[src/rtl/ddr_arb_pkg.sv]
// Shared types for the DDR2 local-interface arbiter: FSM states, read tag
// layout and the port index width.
package ddr_arb_pkg;

  localparam int unsigned ARB_MAX_PORTS  = 8;
  localparam int unsigned ARB_PORT_IDX_W = $clog2(ARB_MAX_PORTS);
  localparam int unsigned ARB_MAX_SIZE_W = 8;

  typedef enum logic [1:0] {
    IDLE  = 2'd0,
    WRITE = 2'd1,
    READ  = 2'd2
  } arb_state_e;

  typedef struct packed {
    logic [ARB_PORT_IDX_W-1:0] port;
    logic [ARB_MAX_SIZE_W-1:0] size;
  } arb_tag_t;

endpackage

[src/rtl/ddr_local_arbiter_if.sv]
// Requester-side and controller-side bus of the DDR local arbiter.
// slave = arbiter view, master = requesters/controller view.
interface ddr_local_arbiter_if #(
  parameter int unsigned NUM_PORTS  = 3,
  parameter int unsigned ADDR_WIDTH = 24,
  parameter int unsigned DATA_WIDTH = 32,
  parameter int unsigned SIZE_WIDTH = 4
);
  localparam int unsigned BE_WIDTH = DATA_WIDTH / 8;

  logic [NUM_PORTS-1:0]            port_req_i;
  logic [NUM_PORTS-1:0]            port_we_i;
  logic [NUM_PORTS*ADDR_WIDTH-1:0] port_address_i;
  logic [NUM_PORTS*SIZE_WIDTH-1:0] port_size_i;
  logic [NUM_PORTS*DATA_WIDTH-1:0] port_wdata_i;
  logic [NUM_PORTS*BE_WIDTH-1:0]   port_be_i;
  logic [NUM_PORTS-1:0]            port_ready_o;
  logic [DATA_WIDTH-1:0]           port_rdata_o;
  logic [NUM_PORTS-1:0]            port_rdata_valid_o;

  logic [ADDR_WIDTH-1:0]           local_address_o;
  logic [SIZE_WIDTH-1:0]           local_size_o;
  logic [DATA_WIDTH-1:0]           local_wdata_o;
  logic [BE_WIDTH-1:0]             local_be_o;
  logic                            local_write_req_o;
  logic                            local_read_req_o;
  logic                            local_burstbegin_o;
  logic                            local_ready_i;
  logic                            local_rdata_valid_i;
  logic [DATA_WIDTH-1:0]           local_rdata_i;
  logic                            err_o;

  modport slave (
    input  port_req_i, port_we_i, port_address_i, port_size_i, port_wdata_i, port_be_i,
    output port_ready_o, port_rdata_o, port_rdata_valid_o,
    output local_address_o, local_size_o, local_wdata_o, local_be_o,
    output local_write_req_o, local_read_req_o, local_burstbegin_o,
    input  local_ready_i, local_rdata_valid_i, local_rdata_i,
    output err_o
  );

  modport master (
    output port_req_i, port_we_i, port_address_i, port_size_i, port_wdata_i, port_be_i,
    input  port_ready_o, port_rdata_o, port_rdata_valid_o,
    input  local_address_o, local_size_o, local_wdata_o, local_be_o,
    input  local_write_req_o, local_read_req_o, local_burstbegin_o,
    output local_ready_i, local_rdata_valid_i, local_rdata_i,
    input  err_o
  );

endinterface

[src/rtl/ddr_arb_tag_fifo.sv]
// Outstanding-read tag FIFO: first-word fall-through head, full/empty flags.
// DEPTH must be a power of two.
module ddr_arb_tag_fifo
  import ddr_arb_pkg::*;
#(
  parameter int unsigned DEPTH = 8
) (
  input  logic     clk,
  input  logic     rst_n,
  input  logic     i_push,
  input  arb_tag_t i_tag,
  input  logic     i_pop,
  output arb_tag_t o_head,
  output logic     o_full,
  output logic     o_empty
);

  localparam int unsigned PTR_W = (DEPTH > 1) ? $clog2(DEPTH) : 1;

  arb_tag_t         r_mem [DEPTH];
  logic [PTR_W:0]   r_wr_ptr;
  logic [PTR_W:0]   r_rd_ptr;
  logic             w_do_push;
  logic             w_do_pop;

  // Extra pointer MSB distinguishes full from empty when the indices match.
  assign o_empty   = (r_wr_ptr == r_rd_ptr);
  assign o_full    = (r_wr_ptr[PTR_W] != r_rd_ptr[PTR_W]) &&
                     (r_wr_ptr[PTR_W-1:0] == r_rd_ptr[PTR_W-1:0]);
  assign o_head    = r_mem[r_rd_ptr[PTR_W-1:0]];
  assign w_do_push = i_push && !o_full;
  assign w_do_pop  = i_pop && !o_empty;

  always_ff @(posedge clk) begin
    if (w_do_push) r_mem[r_wr_ptr[PTR_W-1:0]] <= i_tag;
  end

  always_ff @(posedge clk or negedge rst_n) begin
    if (!rst_n) begin
      r_wr_ptr <= '0;
      r_rd_ptr <= '0;
    end else begin
      if (w_do_push) r_wr_ptr <= r_wr_ptr + (PTR_W+1)'(1);
      if (w_do_pop)  r_rd_ptr <= r_rd_ptr + (PTR_W+1)'(1);
    end
  end

endmodule

[src/rtl/ddr_local_arbiter.sv]
// N-port burst arbiter onto a DDR2 controller local interface, with a read
// tag FIFO steering returned data. Define DDR_ARB_FIXED_PRIO_EN for strict
// lowest-index priority instead of round-robin.
module ddr_local_arbiter
  import ddr_arb_pkg::*;
#(
  parameter int unsigned NUM_PORTS  = 3,
  parameter int unsigned ADDR_WIDTH = 24,
  parameter int unsigned DATA_WIDTH = 32,
  parameter int unsigned SIZE_WIDTH = 4,
  parameter int unsigned RD_TAGS    = 8
) (
  input logic               local_clk,
  input logic               local_reset_n,
  ddr_local_arbiter_if.slave bus
);

  localparam int unsigned BE_WIDTH = DATA_WIDTH / 8;
  localparam int unsigned IDX_W    = ARB_PORT_IDX_W;

  arb_state_e              r_state, w_state_nxt;
  logic [IDX_W-1:0]        r_grant;
  logic [ADDR_WIDTH-1:0]   r_addr;
  logic [SIZE_WIDTH-1:0]   r_size;
  logic [SIZE_WIDTH-1:0]   r_beat, w_beat_nxt, w_beat_inc;
  logic [SIZE_WIDTH-1:0]   r_rbeat, w_rbeat_inc;
  logic                    r_err;

  logic [NUM_PORTS-1:0]    w_elig;
  logic                    w_win_found;
  logic [IDX_W-1:0]        w_win_idx;
  logic                    w_win_we;
  logic [ADDR_WIDTH-1:0]   w_win_addr;
  logic [SIZE_WIDTH-1:0]   w_win_size;
  logic [DATA_WIDTH-1:0]   w_gnt_wdata;
  logic [BE_WIDTH-1:0]     w_gnt_be;

  logic w_latch, w_push, w_accept, w_wr_req, w_rd_req, w_bb;
  logic w_fifo_full, w_fifo_empty, w_ret_hit, w_pop;
  arb_tag_t w_head, w_push_tag;
  logic [NUM_PORTS-1:0] w_port_ready, w_port_rvalid;

  // Reads are not eligible while no tag slot is free.
  assign w_elig = bus.port_req_i & ~(~bus.port_we_i & {NUM_PORTS{w_fifo_full}});

`ifdef DDR_ARB_FIXED_PRIO_EN
  always_comb begin
    w_win_found = 1'b0;
    w_win_idx   = '0;
    for (int i = NUM_PORTS - 1; i >= 0; i--) begin
      if (w_elig[i]) begin
        w_win_found = 1'b1;
        w_win_idx   = IDX_W'(i);
      end
    end
  end
`else
  localparam int unsigned IDX1_W = IDX_W + 1;

  logic [IDX_W-1:0]         r_rr_ptr;
  logic [IDX1_W-1:0]        w_rr_idx;
  logic [ARB_MAX_PORTS-1:0] w_elig_ext;

  assign w_elig_ext = ARB_MAX_PORTS'(w_elig);

  // Search starts at r_rr_ptr and wraps modulo NUM_PORTS.
  always_comb begin
    w_win_found = 1'b0;
    w_win_idx   = '0;
    w_rr_idx    = '0;
    for (int i = 0; i < NUM_PORTS; i++) begin
      w_rr_idx = IDX1_W'(r_rr_ptr) + IDX1_W'(i);
      if (w_rr_idx >= IDX1_W'(NUM_PORTS)) w_rr_idx = w_rr_idx - IDX1_W'(NUM_PORTS);
      if (!w_win_found && w_elig_ext[w_rr_idx[IDX_W-1:0]]) begin
        w_win_found = 1'b1;
        w_win_idx   = w_rr_idx[IDX_W-1:0];
      end
    end
  end

  always_ff @(posedge local_clk or negedge local_reset_n) begin
    if (!local_reset_n) r_rr_ptr <= '0;
    else if (w_latch)   r_rr_ptr <= (w_win_idx == IDX_W'(NUM_PORTS - 1)) ? '0 : w_win_idx + IDX_W'(1);
  end
`endif

  // Per-port field select: winner command fields and granted write beat.
  always_comb begin
    w_win_we    = 1'b0;
    w_win_addr  = '0;
    w_win_size  = '0;
    w_gnt_wdata = '0;
    w_gnt_be    = '0;
    for (int p = 0; p < NUM_PORTS; p++) begin
      if (w_win_idx == IDX_W'(p)) begin
        w_win_we   = bus.port_we_i[p];
        w_win_addr = bus.port_address_i[p*ADDR_WIDTH +: ADDR_WIDTH];
        w_win_size = bus.port_size_i[p*SIZE_WIDTH +: SIZE_WIDTH];
      end
      if (r_grant == IDX_W'(p)) begin
        w_gnt_wdata = bus.port_wdata_i[p*DATA_WIDTH +: DATA_WIDTH];
        w_gnt_be    = bus.port_be_i[p*BE_WIDTH +: BE_WIDTH];
      end
    end
  end

  assign w_beat_inc = r_beat + SIZE_WIDTH'(1);

  always_ff @(posedge local_clk or negedge local_reset_n) begin
    if (!local_reset_n) r_state <= IDLE;
    else                r_state <= w_state_nxt;
  end

  always_comb begin
    w_state_nxt = r_state;
    w_beat_nxt  = r_beat;
    w_latch     = 1'b0;
    w_push      = 1'b0;
    w_accept    = 1'b0;
    w_wr_req    = 1'b0;
    w_rd_req    = 1'b0;
    w_bb        = 1'b0;
    case (r_state)
      IDLE: begin
        if (w_win_found) begin
          w_latch     = 1'b1;
          w_beat_nxt  = '0;
          w_state_nxt = w_win_we ? WRITE : READ;
        end
      end
      WRITE: begin
        w_wr_req = 1'b1;
        w_bb     = (r_beat == '0);
        if (bus.local_ready_i) begin
          w_accept = 1'b1;
          if (w_beat_inc == r_size) begin
            w_state_nxt = IDLE;
            w_beat_nxt  = '0;
          end else begin
            w_beat_nxt  = w_beat_inc;
          end
        end
      end
      READ: begin
        w_rd_req = 1'b1;
        w_bb     = 1'b1;
        if (bus.local_ready_i) begin
          w_accept    = 1'b1;
          w_push      = 1'b1;
          w_state_nxt = IDLE;
        end
      end
      default: w_state_nxt = IDLE;
    endcase
  end

  always_ff @(posedge local_clk or negedge local_reset_n) begin
    if (!local_reset_n) begin
      r_grant <= '0;
      r_addr  <= '0;
      r_size  <= '0;
      r_beat  <= '0;
      r_rbeat <= '0;
      r_err   <= 1'b0;
    end else begin
      r_beat <= w_beat_nxt;
      if (w_latch) begin
        r_grant <= w_win_idx;
        r_addr  <= w_win_addr;
        r_size  <= (w_win_size == '0) ? SIZE_WIDTH'(1) : w_win_size;
      end
      if (w_pop)          r_rbeat <= '0;
      else if (w_ret_hit) r_rbeat <= w_rbeat_inc;
      if (bus.local_rdata_valid_i && w_fifo_empty) r_err <= 1'b1;
    end
  end

  assign w_push_tag  = {r_grant, ARB_MAX_SIZE_W'(r_size)};
  assign w_rbeat_inc = r_rbeat + SIZE_WIDTH'(1);
  assign w_ret_hit   = bus.local_rdata_valid_i && !w_fifo_empty;
  assign w_pop       = w_ret_hit && (ARB_MAX_SIZE_W'(w_rbeat_inc) == w_head.size);

  ddr_arb_tag_fifo #(.DEPTH(RD_TAGS)) u_tag_fifo (
    .clk     (local_clk),
    .rst_n   (local_reset_n),
    .i_push  (w_push),
    .i_tag   (w_push_tag),
    .i_pop   (w_pop),
    .o_head  (w_head),
    .o_full  (w_fifo_full),
    .o_empty (w_fifo_empty)
  );

  always_comb begin
    w_port_ready  = '0;
    w_port_rvalid = '0;
    for (int p = 0; p < NUM_PORTS; p++) begin
      w_port_ready[p]  = w_accept && (r_grant == IDX_W'(p));
      w_port_rvalid[p] = w_ret_hit && (w_head.port == IDX_W'(p));
    end
  end

  assign bus.port_ready_o       = w_port_ready;
  assign bus.port_rdata_o       = bus.local_rdata_i;
  assign bus.port_rdata_valid_o = w_port_rvalid;
  assign bus.local_address_o    = r_addr;
  assign bus.local_size_o       = r_size;
  assign bus.local_wdata_o      = w_wr_req ? w_gnt_wdata : '0;
  assign bus.local_be_o         = w_wr_req ? w_gnt_be : '0;
  assign bus.local_write_req_o  = w_wr_req;
  assign bus.local_read_req_o   = w_rd_req;
  assign bus.local_burstbegin_o = w_bb;
  assign bus.err_o              = r_err;

endmodule
[src/flat_wrapper.sv]
// flat-port wrapper written by rule: the top's interface ports become plain ports
module ddr_local_arbiter_flat import ddr_arb_pkg::*;
#(
  parameter int unsigned NUM_PORTS  = 3,
  parameter int unsigned ADDR_WIDTH = 24,
  parameter int unsigned DATA_WIDTH = 32,
  parameter int unsigned SIZE_WIDTH = 4,
  parameter int unsigned RD_TAGS    = 8
)
  (local_clk, local_reset_n, bus_port_req_i, bus_port_we_i, bus_port_address_i, bus_port_size_i, bus_port_wdata_i, bus_port_be_i, bus_port_ready_o, bus_port_rdata_o, bus_port_rdata_valid_o, bus_local_address_o, bus_local_size_o, bus_local_wdata_o, bus_local_be_o, bus_local_write_req_o, bus_local_read_req_o, bus_local_burstbegin_o, bus_local_ready_i, bus_local_rdata_valid_i, bus_local_rdata_i, bus_err_o);
  ddr_local_arbiter_if #(.NUM_PORTS(NUM_PORTS), .ADDR_WIDTH(ADDR_WIDTH), .DATA_WIDTH(DATA_WIDTH), .SIZE_WIDTH(SIZE_WIDTH)) bus_i ();
  input logic local_clk;
  input logic local_reset_n;
  input wire logic [$bits(bus_i.port_req_i)-1:0] bus_port_req_i;
  input wire logic [$bits(bus_i.port_we_i)-1:0] bus_port_we_i;
  input wire logic [$bits(bus_i.port_address_i)-1:0] bus_port_address_i;
  input wire logic [$bits(bus_i.port_size_i)-1:0] bus_port_size_i;
  input wire logic [$bits(bus_i.port_wdata_i)-1:0] bus_port_wdata_i;
  input wire logic [$bits(bus_i.port_be_i)-1:0] bus_port_be_i;
  output wire logic [$bits(bus_i.port_ready_o)-1:0] bus_port_ready_o;
  output wire logic [$bits(bus_i.port_rdata_o)-1:0] bus_port_rdata_o;
  output wire logic [$bits(bus_i.port_rdata_valid_o)-1:0] bus_port_rdata_valid_o;
  output wire logic [$bits(bus_i.local_address_o)-1:0] bus_local_address_o;
  output wire logic [$bits(bus_i.local_size_o)-1:0] bus_local_size_o;
  output wire logic [$bits(bus_i.local_wdata_o)-1:0] bus_local_wdata_o;
  output wire logic [$bits(bus_i.local_be_o)-1:0] bus_local_be_o;
  output wire logic [$bits(bus_i.local_write_req_o)-1:0] bus_local_write_req_o;
  output wire logic [$bits(bus_i.local_read_req_o)-1:0] bus_local_read_req_o;
  output wire logic [$bits(bus_i.local_burstbegin_o)-1:0] bus_local_burstbegin_o;
  input wire logic [$bits(bus_i.local_ready_i)-1:0] bus_local_ready_i;
  input wire logic [$bits(bus_i.local_rdata_valid_i)-1:0] bus_local_rdata_valid_i;
  input wire logic [$bits(bus_i.local_rdata_i)-1:0] bus_local_rdata_i;
  output wire logic [$bits(bus_i.err_o)-1:0] bus_err_o;
  assign bus_i.port_req_i = bus_port_req_i;
  assign bus_i.port_we_i = bus_port_we_i;
  assign bus_i.port_address_i = bus_port_address_i;
  assign bus_i.port_size_i = bus_port_size_i;
  assign bus_i.port_wdata_i = bus_port_wdata_i;
  assign bus_i.port_be_i = bus_port_be_i;
  assign bus_port_ready_o = bus_i.port_ready_o;
  assign bus_port_rdata_o = bus_i.port_rdata_o;
  assign bus_port_rdata_valid_o = bus_i.port_rdata_valid_o;
  assign bus_local_address_o = bus_i.local_address_o;
  assign bus_local_size_o = bus_i.local_size_o;
  assign bus_local_wdata_o = bus_i.local_wdata_o;
  assign bus_local_be_o = bus_i.local_be_o;
  assign bus_local_write_req_o = bus_i.local_write_req_o;
  assign bus_local_read_req_o = bus_i.local_read_req_o;
  assign bus_local_burstbegin_o = bus_i.local_burstbegin_o;
  assign bus_i.local_ready_i = bus_local_ready_i;
  assign bus_i.local_rdata_valid_i = bus_local_rdata_valid_i;
  assign bus_i.local_rdata_i = bus_local_rdata_i;
  assign bus_err_o = bus_i.err_o;
  ddr_local_arbiter #(.NUM_PORTS(NUM_PORTS), .ADDR_WIDTH(ADDR_WIDTH), .DATA_WIDTH(DATA_WIDTH), .SIZE_WIDTH(SIZE_WIDTH), .RD_TAGS(RD_TAGS)) u_core (.local_clk(local_clk), .local_reset_n(local_reset_n), .bus(bus_i));
endmodule
[config.mk]
export PLATFORM = sky130hd
export DESIGN_NAME = ddr_local_arbiter_flat
export DESIGN_NICKNAME = d
export VERILOG_FILES = /design/src/rtl/ddr_arb_pkg.sv /design/src/rtl/ddr_local_arbiter_if.sv /design/src/rtl/ddr_arb_tag_fifo.sv /design/src/rtl/ddr_local_arbiter.sv /design/src/flat_wrapper.sv
export SDC_FILE = /design/constraint.sdc
export NUM_CORES = 1
export LEC_CHECK = 0
export ABC_AREA = 1
export BUFFER_PORTS_ARGS = -buffer_cell sky130_fd_sc_hd__buf_2
export CORE_AREA = 2 2 131 133
export CTS_CLUSTER_SIZE = 24
export DETAILED_ROUTE_END_ITERATION = 6
export DIE_AREA = 0 0 133 135
export PLACE_DENSITY_LB_ADDON = 0.12
export SLEW_MARGIN = 5
export SYNTH_ARGS = -nofsm -noshare
export SYNTH_HDL_FRONTEND = slang
export SYNTH_SLANG_ARGS = --single-unit
[constraint.sdc]
create_clock -name local_clk -period 4.85 [get_ports local_clk]
set_input_delay 0.97 -clock local_clk [delete_from_list [all_inputs] [get_ports local_clk]]
set_output_delay 0.97 -clock local_clk [all_outputs]
set_load 0.03 [all_outputs]
==> results of run 1 <==
flip-flops by register name (all words and copies together), names as in the netlist:
register / count
u_core.u_tag_fifo.r_rd_ptr: 4
u_core.r_state: 2
u_core.bus.err_o: 1
u_core.r_rbeat: 4
u_core.u_tag_fifo.r_mem: 56
u_core.r_rr_ptr: 3
u_core.bus.local_size_o: 4
u_core.u_tag_fifo.r_wr_ptr: 4
u_core.bus.local_address_o: 24
u_core.r_beat: 4
u_core.r_grant: 3
where the power goes:
part | switching [mW] | total [mW] | internal [mW]
Combinational | 0.425 | 0.682 | 0.256
Clock | 0.363 | 0.720 | 0.356
Sequential | 0.0372 | 1.04 | 1.00
per-layer routing:
metal,vias to the layer above,part of all wire [%]
met1,3091,41
met5,-,0.19
met2,352,45
met3,27,13
li1,3193,-
met4,8,1.3
path summary, 6_finish.rpt:
kind,from,end
worst min-delay path,local_reset_n,u_core.r_rbeat[1]
worst min register to register,u_core.bus.err_o,u_core.bus.err_o
min in group local_clk,u_core.bus.err_o,u_core.bus.err_o
worst max-delay path,u_core.r_grant[2],bus_local_wdata_o[15]
worst max register to register,u_core.r_rr_ptr[1],u_core.bus.local_address_o[10]
max in group asynchronous,local_reset_n,u_core.r_grant[2]
cell usage after synthesis, types with 16 or more instances:
master	instances	share of area [%]
nand2_1	159	8.7
o21ai_0	115	8.4
nor2_1	61	3.4
edfxtp_1	56	25
dfrtp_1	53	19
a21oi_1	51	3.7
inv_1	36	2.0
buf_4	35	3.9
nand3_1	29	2.1
o22ai_1	27	2.5
clkbuf_1	22	1.2
a21oi_2	18	2.3
ha_1	16	2.9
through the flow:
stage / hold WS [ns] / instance area, sq um
after floorplan: 0.4604 / 6823
after global placement: 0.4402 / 8095
after detailed placement: 0.4447 / 8095
after CTS: 0.4598 / 8381
after global routing: 0.4631 / 8386
final: 0.4602 / 8393
worst max-delay path: cells and delay by family (launching register included):
| kind | cells | cell delay, ns |
|---|---|---|
| buf+inv | 3 | 0.91 |
| simple gates | 2 | 0.74 |
| flops | 1 | 0.55 |
| compound gates | 2 | 0.36 |
logic make-up (layout without fill, tap and decap cells):
group / Yosys count / in the layout / share of synthesized area [%]
buffers and inverters: 114 / 345 / 9.352
adders and majority gates: 16 / 16 / 2.934
other: 0 / 5 / 0
DFF: 109 / 109 / 44.09
AOI/OAI and AO/OA: 248 / 248 / 21.60
xor gates and xnor gates: 19 / 19 / 2.549
and+or+nand+nor: 293 / 293 / 19.48
final cells by class:
class	count	area (sq um)	area share, %
diodes	5	12.51	0.1491
flip-flops and latches	109	3008	35.84
clock buffers	9	225.2	2.683
clock inverters	7	60.06	0.7156
repair buffers	286	1459	17.38
multi-input cells	576	3184	37.94
well taps	220	275.3	3.280
inverters	43	168.9	2.013
==> impl_metrics.yaml, run 1 <==
routing:
  wl_mm: 24.74
  drtIter0Drc: 505
  vias: 6671
  post_drt_wl_per_cell_microns: 19.71
  vias_per_cell: 5.316
  antenna_left: 0
  post-route-drc-count: 0
  first_pass_iters: 5
setup_path:
  r2r_cells: 14
  cp.arrival_ns: 2.93
  endpoint_kind: "primary output"
  worstPathCellList: "nor2_2, buf_4, nand2_1, buf_4, o21ai_0, a21oi_1, buf_2"
  r2r_slack_ns: 1.58
  cpMaxStageDelayCell: "nand2_1"
  critPathMaxFanout: 37
  crit_top_cell: "buf_4"
  slowest_delay_ns: 0.58
  required_ns: 3.88
  startpoint_type: "flop"
  setup.worst_path.class: "flop to primary output"
flow_run:
  drv_cap: 0
die:
  rows: 47
  dieHeight_microns: 135
  core_area_sq_um: 16410
  initial_core_util_pct: 41.58
  boundaryPins: 340
  fp.dieArea_sq_um: 17960
  die_width_microns: 133
place:
  placement.setup.worst_slack_ns: 1.475
  place.port_buffers: 275
  dp.cells: 1234
  place_congestion: 0.8749
  place_hpwl_mm: 18.86
timing:
  fin_setup_tns_ns: 0
  drv_slew: 0
  fin_crit_sh_pct: 80.41
  tightest_slew_ns: 0.8584
  hold_viol: 0
  max_slew_margin_pct: 42.77
  worst_clock_skew_ns: 0.007435
  rsz0062_at_grt: "false"
  setup_slack_ns: 0.9503
  setup_viol: 0
  min_period_ns: 3.900
  fmax_ghz: 0.2564
clock_tree:
  htree_levels: 3
  clock_latency_ns: 0.36
  holdBufCountCts: 0
  cts_tree: "done"
  clk_pin_slew_ns: 0.08
  clock-root-buffer: "clkbuf_16"
  cts_max_path_buffers: 2
  cts.sinks: 109
  cts_buffers: 9
  cts_resized: 0
  cts_setup_buffers: 0
grt:
  grt_busiest_layer: "met2"
  antenna_found_initial: 8
  grt_use_met3_pct: 11.90
  grt_pass1_wl_mm: 37.05
  grtUsageMet1_pct: 36.75
  grt_pass1_vias: 6327
  grt_usage_pct: 27.17
  use_met2_pct: 40.24
  grt_start_max_net_pins: 49
  grt_overflow: 0
logic_synthesis:
  ys_seq_elements: 109
  synth_cell_types: 52
  syn_area_per_cell_sq_um: 8.539
  async_flop_share_pct: 48.62
  synth_cells: 799
  synth_warnings: 0
  synth-edff-count: 56
  ys_seq_area_share_pct: 44.09
  syn-num-nets: 1049
  synth_ff_type: "edfxtp_1"
  synth_area_sq_um: 6823
pwr:
  finalPower_mw: 2.439
  ir_worst_vdd_mv: 0.1657
  p_leak_nw: 3.850
  power_density_nw_per_um2: 290.6
finish:
  final_cell_mix: "buf_2, nand2_1, o21ai_0"
  layout_commonest_cell: "buf_2"
  final_cells: 1255
  fillers: 1612
  final_util_pct: 51.16
  syn2layout_area_growth_pct: 23.01
  final_nets: 1275
  drive_gt1_share_pct: 35.92
hold_path:
  hold_class: "primary input to async pin"
run_status:
  outcome: "complete, no violations"
No activity file was read; power rests on OpenSTA's default activity.
==> run 2, diff against run 1 <==
--- a/config.mk
+++ b/config.mk
@@ -7,10 +7,10 @@
 export LEC_CHECK = 0
 export ABC_AREA = 1
 export BUFFER_PORTS_ARGS = -buffer_cell sky130_fd_sc_hd__buf_2
-export CORE_AREA = 2 2 131 133
+export CORE_ASPECT_RATIO = 0.6
+export CORE_UTILIZATION = 42
 export CTS_CLUSTER_SIZE = 24
 export DETAILED_ROUTE_END_ITERATION = 6
-export DIE_AREA = 0 0 133 135
 export PLACE_DENSITY_LB_ADDON = 0.12
 export SLEW_MARGIN = 5
 export SYNTH_ARGS = -nofsm -noshare
==> constraint.sdc (replaced) <==
create_clock -name local_clk -period 3.14 [get_ports local_clk]
set_input_delay 0.628 -clock local_clk [delete_from_list [all_inputs] [get_ports local_clk]]
set_output_delay 0.628 -clock local_clk [all_outputs]
set_load 0.03 [all_outputs]
==> run 2 against run 1 <==
  * The run now ends with DRC left
  * Utilization grew 4.0 points
  * Clock skew grew 0.0049 ns
  * Non-clock buffer count grew 26
  * Sequential power grew 56%
  * Setup slack lost 0.78 ns
  * Critical path type unchanged
  * Critical endpoint is now bus_port_rdata_valid_o[1]
  * Highest routed layer is now met4
  * Largest power group unchanged
  * Die area shrank 6.6%
==> impl_metrics.yaml, run 2 (synthesis gave the netlist of run 1 again) <==
run_status:
  outcome: "finished with violations"
  violations: "DRC"
routing:
  antenna_left: 0
  post_drt_wl_per_cell_microns: 18.06
  wl_mm: 22.78
  post-route-drc-count: 4
  vias_per_cell: 5.281
  first_pass_iters: 7
  vias: 6659
  drtIter0Drc: 611
die:
  initial_core_util_pct: 43.76
  fp.dieArea_sq_um: 16780
  die_width_microns: 166.5
  dieHeight_microns: 100.7
  boundaryPins: 340
  rows: 35
  core_area_sq_um: 15590
setup_path:
  crit_start: "u_core.u_tag_fifo.r_rd_ptr[0]"
  critPathMaxFanout: 21
  endpoint_kind: "primary output"
  cp.arrival_ns: 2.35
  worstPathCellList: "buf_4, nand2_1, nand2_1, nor2_4, nand2_1, o21ai_0, inv_1, nand3_1, or2_2, nor2_1, buf_2"
  r2r_cells: 15
  r2r_slack_ns: 0.23
  startpoint_type: "flop"
  required_ns: 2.51
  cpMaxStageDelayCell: "dfrtp_1"
  crit_top_cell: "nand2_1"
  slowest_delay_ns: 0.39
  setup.worst_path.class: "flop to primary output"
  r2r_start: "u_core.r_rr_ptr[1]"
place:
  dp.cells: 1240
  place.port_buffers: 275
  place_hpwl_mm: 17.53
  place_congestion: 0.8951
timing:
  tightest_slew_ns: 0.6634
  max_slew_margin_pct: 55.61
  fin_crit_sh_pct: 94.71
  rsz0062_at_grt: "false"
  hold_viol: 0
  fin_setup_tns_ns: 0
  min_period_ns: 2.974
  worst_clock_skew_ns: 0.01238
  fmax_ghz: 0.3363
  setup_viol: 0
  drv_slew: 0
grt:
  grtUsageMet1_pct: 40.95
  use_met2_pct: 35.52
  grt_pass1_wl_mm: 33.18
  grt_pass1_vias: 5744
  grt_usage_pct: 26.14
  antenna_found_initial: 1
  grt_start_max_net_pins: 41
  grt_use_met3_pct: 7.146
  grt_busiest_layer: "met1"
  grt_overflow: 0
finish:
  layout_commonest_cell: "buf_2"
  final_util_pct: 55.14
  final_cells: 1261
  largest_reg_flops: 56
  final_nets: 1302
  syn2layout_area_growth_pct: 26.00
  fillers: 1462
  drive_gt1_share_pct: 38.03
  final_cell_mix: "buf_2, nand2_1, o21ai_0"
clock_tree:
  clk_pin_slew_ns: 0.08
  cts_tree: "done"
  cts.sinks: 109
  clock_latency_ns: 0.36
  cts_buffers: 9
  cts_max_path_buffers: 2
  clock-root-buffer: "clkbuf_16"
  htree_levels: 3
  holdBufCountCts: 0
pwr:
  ir_worst_vdd_mv: 0.2874
  p_leak_nw: 3.985
  power_density_nw_per_um2: 440.9
flow_run:
  drv_cap: 0
hold_path:
  hold_class: "primary input to async pin"
[run 2: power breakdown]
group | internal, mW | switching, mW | total [mW]
clock network | 0.545 | 0.539 | 1.08
registers | 1.55 | 0.0782 | 1.62
logic | 0.422 | 0.661 | 1.08
total | 2.51 | 1.28 | 3.79
[run 2: area by class of cell]
| cell class | instances | area, sq um | share of cell area, % |
|---|---|---|---|
| Multi-Input combinational cell | 577 | 3224 | 37.51 |
| Sequential cell | 109 | 3008 | 34.99 |
| Timing Repair Buffer | 312 | 1667 | 19.39 |
| Tap cell | 203 | 254.0 | 2.954 |
| Clock buffer | 10 | 229.0 | 2.663 |
| Inverter | 43 | 168.9 | 1.965 |
| Clock inverter | 6 | 43.79 | 0.5094 |
| Antenna cell | 1 | 2.502 | 0.02911 |
[run 2: timing repair]
item / in CTS / in global routing
setup buffers: 0 / 3
endpoints found under the setup margin: 0 / 27
gates resized for setup: 0 / 8
[run 2: final timing paths]
path / to
max: bus_port_rdata_valid_o[1]
min: u_core.r_rr_ptr[2]
max reg2reg: u_core.bus.local_size_o[0]
min reg2reg: u_core.bus.err_o
max in group asynchronous: u_core.r_grant[0]
min in group local_clk: u_core.bus.err_o
[run 2: layer usage]
metal / share of wire (%) / wire length, microns
met5: 0 / 0
met4: 0.56 / 127
met3: 8.6 / 1949
met2: 42 / 9494
met1: 49 / 11210
[run 2: per-stage QoR]
| step | hold slack (ns) | setup WS (ns) | total power [mW] | instance area [sq um] |
|---|---|---|---|---|
| final | 0.2236 | 0.1661 | 3.791 | 8597 |
| after floorplan | 0.3324 | 0.5551 | 2.395 | 6823 |
| after global routing | 0.2582 | 0.007921 | 3.990 | 8594 |
| after CTS | 0.2412 | 0.1374 | 3.801 | 8532 |
| after detailed placement | 0.4506 | 0.1559 | 2.727 | 8259 |
| after global placement | 0.4480 | 0.2699 | 2.721 | 8259 |
[run 2: critical path, delay by kind of cell (launching register included)]
family | cells | cell delay [ns]
AOI/OAI and AO/OA | 1 | 0.10
DFF | 1 | 0.39
and+or+nand+nor | 7 | 0.89
buffers and inverters | 3 | 0.62
